File: src/rtl/w21_mac_pkg.sv
// ============================================================================
// Module  : w21_mac_pkg
// Brief   : Shared types, default widths and the saturation helper for the
//           layer-2.1 column multiply-accumulate block.
// Revision: 1.0 - initial release
// ============================================================================
`default_nettype none

package w21_mac_pkg;

    // Column FSM states
    typedef enum logic [1:0] {
        IDLE  = 2'd0,
        RUN   = 2'd1,
        DRAIN = 2'd2,
        DONE  = 2'd3
    } state_t;

    // Default geometry of one layer-2.1 weight column
    localparam int C_N_IN   = 300;
    localparam int C_ADDR_W = 9;
    localparam int C_W_W    = 21;
    localparam int C_X_W    = 16;
    localparam int C_ACC_W  = 48;
    localparam int C_FRAC   = 0;
    localparam int C_Y_W    = 24;

    // Clamp a sign-extended accumulator value into the signed range of a
    // yw-bit result. The value travels in a 64-bit container so that one
    // function serves every accumulator/output width pairing up to 64 bits.
    function automatic logic signed [63:0] saturate(
        input logic signed [63:0] v,
        input int                 yw
    );
        logic signed [63:0] hi;
        logic signed [63:0] lo;
        hi = (64'sd1 <<< (yw - 1)) - 64'sd1;
        lo = -hi - 64'sd1;
        if (v > hi) begin
            return hi;
        end else if (v < lo) begin
            return lo;
        end else begin
            return v;
        end
    endfunction

endpackage

`default_nettype wire

File: src/rtl/w21_sat_shift.sv
// ============================================================================
// Module  : w21_sat_shift
// Brief   : Combinational output stage: arithmetic right shift by FRAC,
//           saturation to the signed Y_W range, optional ReLU.
//           Build option: define W21_COL_MAC_RELU_EN to clamp negative
//           results to zero.
// Revision: 1.0 - initial release
// ============================================================================
`default_nettype none

module w21_sat_shift
    import w21_mac_pkg::*;
#(
    parameter int ACC_W = C_ACC_W,
    parameter int FRAC  = C_FRAC,
    parameter int Y_W   = C_Y_W
) (
    input  logic [ACC_W-1:0] acc_i,
    output logic [Y_W-1:0]   y_o
);

    logic signed [ACC_W-1:0] w_shifted;
    logic signed [63:0]      w_wide;
    logic signed [63:0]      w_sat;
    logic                    w_unused;

    // Scale, widen with sign, clamp, then optionally rectify
    always_comb begin
        w_shifted = $signed(acc_i) >>> FRAC;
        w_wide    = 64'(w_shifted);
        w_sat     = saturate(w_wide, Y_W);
`ifdef W21_COL_MAC_RELU_EN
        if (w_sat < 64'sd0) begin
            w_sat = 64'sd0;
        end
`endif
        y_o = w_sat[Y_W-1:0];
    end

    // Upper container bits are redundant sign copies after saturation
    assign w_unused = ^w_sat[63:Y_W];

endmodule

`default_nettype wire

File: src/rtl/w21_col_mac.sv
// ============================================================================
// Module  : w21_col_mac
// Brief   : One-column consumer of the layer-2.1 weight ROM. Walks the ROM
//           address 0..N_IN-1, multiplies each weight by a streamed
//           activation, accumulates the dot product and hands out one
//           scaled, saturated result over a valid/ready handshake.
//           Build option: W21_COL_MAC_RELU_EN (ReLU on the result, handled
//           inside w21_sat_shift).
// Revision: 1.0 - initial release
// ============================================================================
`default_nettype none

module w21_col_mac
    import w21_mac_pkg::*;
#(
    parameter int N_IN   = C_N_IN,
    parameter int ADDR_W = C_ADDR_W,
    parameter int W_W    = C_W_W,
    parameter int X_W    = C_X_W,
    parameter int ACC_W  = C_ACC_W,
    parameter int FRAC   = C_FRAC,
    parameter int Y_W    = C_Y_W
) (
    input  logic              clk,
    input  logic              rst,
    input  logic              start,
    input  logic [X_W-1:0]    x_data,
    input  logic              x_valid,
    output logic              x_ready,
    output logic [ADDR_W-1:0] adrs_clm,
    input  logic [W_W-1:0]    w_data,
    output logic [Y_W-1:0]    y_out,
    output logic              y_valid,
    input  logic              y_ready,
    output logic              busy
);

    // Full-precision product width; the accumulator must be strictly wider
    // so the product can be sign-extended into it.
    localparam int              PW     = W_W + X_W;
    localparam logic [ADDR_W-1:0] C_LAST = ADDR_W'(N_IN - 1);
    localparam logic [ADDR_W-1:0] C_ONE  = ADDR_W'(1);

    // ------------------------------------------------------------------
    // Registered state
    // ------------------------------------------------------------------
    state_t              state_q;
    logic [ADDR_W-1:0]   adrs_q;
    logic                x_ready_q;
    logic                busy_q;
    logic [Y_W-1:0]      y_q;
    logic                y_valid_q;
    logic [PW-1:0]       prod_q;
    logic                prod_v_q;
    logic [ACC_W-1:0]    acc_q;

    // ------------------------------------------------------------------
    // Next-state / combinational helpers
    // ------------------------------------------------------------------
    logic                w_accept;
    logic signed [PW-1:0] w_x_ext;
    logic signed [PW-1:0] w_w_ext;
    logic [PW-1:0]       prod_d;
    logic [ACC_W-1:0]    w_prod_ext;
    logic [ACC_W-1:0]    acc_d;
    logic [Y_W-1:0]      w_y_sat;

    // An activation is consumed only while running with the ready flag up
    assign w_accept = (state_q == RUN) && x_ready_q && x_valid;

    // Signed product of the current activation and the ROM word it meets
    always_comb begin
        w_x_ext = {{W_W{x_data[X_W-1]}}, x_data};
        w_w_ext = {{X_W{w_data[W_W-1]}}, w_data};
        prod_d  = w_x_ext * w_w_ext;
    end

    // Accumulate stage runs one cycle behind the accept that made the product
    always_comb begin
        w_prod_ext = {{(ACC_W - PW){prod_q[PW-1]}}, prod_q};
        acc_d      = prod_v_q ? (acc_q + w_prod_ext) : acc_q;
    end

    // Product pipeline register and dot-product accumulator
    always_ff @(posedge clk or posedge rst) begin
        if (rst) begin
            prod_q   <= '0;
            prod_v_q <= 1'b0;
            acc_q    <= '0;
        end else begin
            prod_v_q <= w_accept;
            if (w_accept) begin
                prod_q <= prod_d;
            end
            if ((state_q == IDLE) && start) begin
                acc_q <= '0;
            end else begin
                acc_q <= acc_d;
            end
        end
    end

    // Output scaling and saturation
    w21_sat_shift #(
        .ACC_W (ACC_W),
        .FRAC  (FRAC),
        .Y_W   (Y_W)
    ) u_sat_shift (
        .acc_i (acc_q),
        .y_o   (w_y_sat)
    );

    // Column sequencer: address walk, drain, result hold and handshake
    always_ff @(posedge clk or posedge rst) begin
        if (rst) begin
            state_q   <= IDLE;
            adrs_q    <= '0;
            x_ready_q <= 1'b0;
            busy_q    <= 1'b0;
            y_q       <= '0;
            y_valid_q <= 1'b0;
        end else begin
            case (state_q)
                IDLE: begin
                    if (start) begin
                        state_q   <= RUN;
                        adrs_q    <= '0;
                        x_ready_q <= 1'b1;
                        busy_q    <= 1'b1;
                    end
                end
                RUN: begin
                    if (w_accept) begin
                        if (adrs_q == C_LAST) begin
                            // Last index consumed: park the address at 0
                            // and stop accepting while the tail product lands.
                            state_q   <= DRAIN;
                            adrs_q    <= '0;
                            x_ready_q <= 1'b0;
                        end else begin
                            adrs_q <= adrs_q + C_ONE;
                        end
                    end
                end
                DRAIN: begin
                    state_q <= DONE;
                end
                DONE: begin
                    if (!y_valid_q) begin
                        // Accumulator is final here; capture once and hold
                        y_q       <= w_y_sat;
                        y_valid_q <= 1'b1;
                    end else if (y_ready) begin
                        y_valid_q <= 1'b0;
                        busy_q    <= 1'b0;
                        state_q   <= IDLE;
                    end
                end
                default: begin
                    state_q <= IDLE;
                end
            endcase
        end
    end

    assign x_ready  = x_ready_q;
    assign adrs_clm = adrs_q;
    assign y_out    = y_q;
    assign y_valid  = y_valid_q;
    assign busy     = busy_q;

endmodule

`default_nettype wire

File: config.mk
export PLATFORM = sky130hd
export DESIGN_NAME = w21_col_mac
export DESIGN_NICKNAME = d
export VERILOG_FILES = /design/src/rtl/w21_mac_pkg.sv /design/src/rtl/w21_sat_shift.sv /design/src/rtl/w21_col_mac.sv
export SDC_FILE = /design/constraint.sdc
export NUM_CORES = 1
export LEC_CHECK = 0
export ABC_AREA = 1
export CAP_MARGIN = 20
export CORE_UTILIZATION = 60
export CTS_CLUSTER_DIAMETER = 100
export DETAILED_ROUTE_END_ITERATION = 8
export GPL_TIMING_DRIVEN = 1
export PLACE_DENSITY = 0.8
export SLEW_MARGIN = 30
export SYNTH_ARGS = -nofsm -noshare
export SYNTH_HDL_FRONTEND = slang
export SYNTH_SLANG_ARGS = --single-unit
export TNS_END_PERCENT = 30
File: constraint.sdc
create_clock -name clk -period 14 [get_ports clk]
set_input_delay 3.5 -clock clk [delete_from_list [all_inputs] [get_ports clk]]
set_output_delay 3.5 -clock clk [all_outputs]
set_load 0.05 [all_outputs]
==> results.cfg <==
[setup_path]
rrSetupSlack_ns = 11.05
cpPeakStageDelay_ns = 0.92
cp-end-kind = flip-flop
rr_endpoint = acc_q[34]
reg2reg_from = state_q[0]
worstSetupPathType = input pin to flip-flop
cpMaxStageDelayCell = clkdlybuf4s50_1
cp.required_ns = 14.32
crit_arrival_ns = 10.14
cp_cell_sequence = clkdlybuf4s50_1 > nand2_1 > inv_1 > fa_1 > inv_1 > fa_1 > inv_1 > fa_1 > fa_1 > fa_1 > inv_1 > fa_1 > inv_1 > ha_1 > inv_1 > nor3_1 > nand2_1 > nor2_1 > nand3_1 > nand3_1 > nand2_1 > nand3_1 > nand2_1
startpoint_type = input pin
r2r_cells = 8
path_max_fanout = 21

[sta]
setup_viol = 0
min_period_over_period_pct = 70.1
finalMaxSlewViolations = 0
rsz0062_at_grt = false
finalHoldViolations = 0
fin_skew_ns = 0.0136
slew_headroom_pct = 34.9
fmax_ghz = 0.102
tightestPinTransition_ns = 0.973
fin_setup_tns_ns = 0
min_period_ns = 9.82

[cells_and_area]
layout_common_cells = 1,105 x nand2_1, 836 x inv_1, 333 x fa_1, 189 x nor2_1, 144 x ha_1
nets = 3796
fillers = 3264
synthToLayoutAreaGrowth_pct = 7.82
layout-drive-gt1-share_pct = 2.61
multi_input_area_um2 = 15800
layout.area.seq_um2 = 3100
layout_commonest_cell = nand2_1
diodes = 0

[detailed_routing]
firstDrtPassIters = 5
drc = 0
routed_wl_um = 63600
drt_iter0_drc = 1526
wl_per_cell_um = 16.9
vias_per_cell = 5.35
postRouteAntennaNets = 0
vias = 20100

[clock_network]
postCtsHoldBufs = 0
cts-root-buf = clkbuf_16
cts_buffers = 17
cts_setup_buffers = 0
htree_levels = 4
tritoncts = done
cts_resized = 0
cts_buffer_depth = 2
clkTransAtPathRegs_ns = 0.06
numClockSinks = 124
clock_latency_ns = 0.44

[hold_path]
hold_depth = 2
hold_start = y_out[23]
min_to = y_out[23]
hold_class = flip-flop to flip-flop

[grt]
grt_pass1_wl_um = 106000
grt_overflow = 0
antenna_found_initial = 0
grt_max_degree = 66
grt_pass1_vias = 21200
grtUsageTotal_pct = 35.4

[place]
numPortBuffers = 77
hpwl_um = 53400
place_congestion = 0.995

[outcome]
outcome = finished clean

[logic_synthesis]
synth_area_per_cell_um2 = 6.87
synthCells = 3252
synth_nets = 3771
yosys_warnings = 0
synthesis.area_um2 = 22300
synth_seq_cells = 124
ys_seq_area_share_pct = 13.9
ys_types = 38

[flow_run]
cap_violations = 0

[floorplan]
rows = 70
start_util_pct = 61.0
die_w_um = 195
pin_count = 78
core-area_um2 = 36600
die_h_um = 195
dieArea_um2 = 38000
cell usage after synthesis, drive strengths merged:
cell    number  area (um^2)
and2         1         6.26
xnor2        9         78.8
xor2         7         61.3
ha         144         1800
nor3        21          116
nor2       195          744
o22ai        1         6.26
o21a         1         7.51
nand3      121          621
nor4        10         62.6
nand3b       7         52.6
a32o         3         30.0
o21bai       6         45.0
o211ai       1         7.51
a21o         4         30.0
buf         12         55.1
o32ai        1         8.76
a21oi      107          543
dfrtp      124         3100
o31ai        1         7.51
and3         2         12.5
or2         20          125
o21ai       67          343
nand2     1107         4160
fa         333         6670
nand4       33          206
inv        837         3140
clkbuf      76          285
a22o         1         8.76
registers in the layout, summed over array words and instances (netlist names):
signal and flops:
acc_q 48, prod_q 37, y_out 24, adrs_clm 9, state_q 2, busy 1
prod_v_q 1, x_ready 1, y_valid 1
layer usage:
| metal | global-route usage (%) | share of wire (%) |
|---|---|---|
| met1 | 46.4 | 42 |
| met4 | 10.4 | 2.7 |
| met2 | 61.2 | 48 |
| met3 | 4.95 | 7.3 |
| met5 | 0 | 0 |
worst max-delay path: cells and delay by family:
family	cells	cell delay (ns)
simple gates	9	1.33
fa+ha+maj	7	3.81
buf+inv	7	1.51
area by class of cell:
| cell class | instances | area share (%) |
|---|---|---|
| clock inverters | 14 | 0.660 |
| flip-flops and latches | 124 | 12.9 |
| clock buffers | 18 | 1.78 |
| well taps | 468 | 2.43 |
| multi-input cells | 2203 | 65.5 |
| repair buffers | 94 | 3.69 |
| inverters | 837 | 13.1 |
worst max-delay path by stage:
| stage | startpoint | to | depth (start not counted) |
|---|---|---|---|
| floorplan | w_data[20] | prod_q[36] | 21 |
| global placement | x_data[7] | prod_q[36] | 23 |
| detailed placement | x_data[7] | prod_q[36] | 23 |
| CTS | x_data[7] | prod_q[36] | 23 |
| global route | x_data[7] | prod_q[36] | 23 |
| finish | x_data[8] | prod_q[36] | 23 |
metrics by stage:
step                      utilization (%)  area (um^2)  instances  worst slack (ns)  hold WS, ns
after global placement               64.2        23500       3726              3.98        0.472
after global routing                 65.8        24100       3758              3.77        0.510
after detailed placement             64.2        23500       3726              3.79        0.478
after CTS                            65.8        24100       3758              4.23        0.493
final                                65.8        24100       3758              4.18        0.490
after floorplan                         -        22300       3252              5.15        0.455
logic make-up after synthesis:
family	synth area share (%)
simple gates	27.3
buf+inv	15.6
fa+ha+maj	37.9
compound gates	4.64
flops	13.9
xor+xnor	0.627
Power is left out: the tool's default activity adds up to more than one toggle a clock period on the data nets, which glitch-free logic cannot reach.
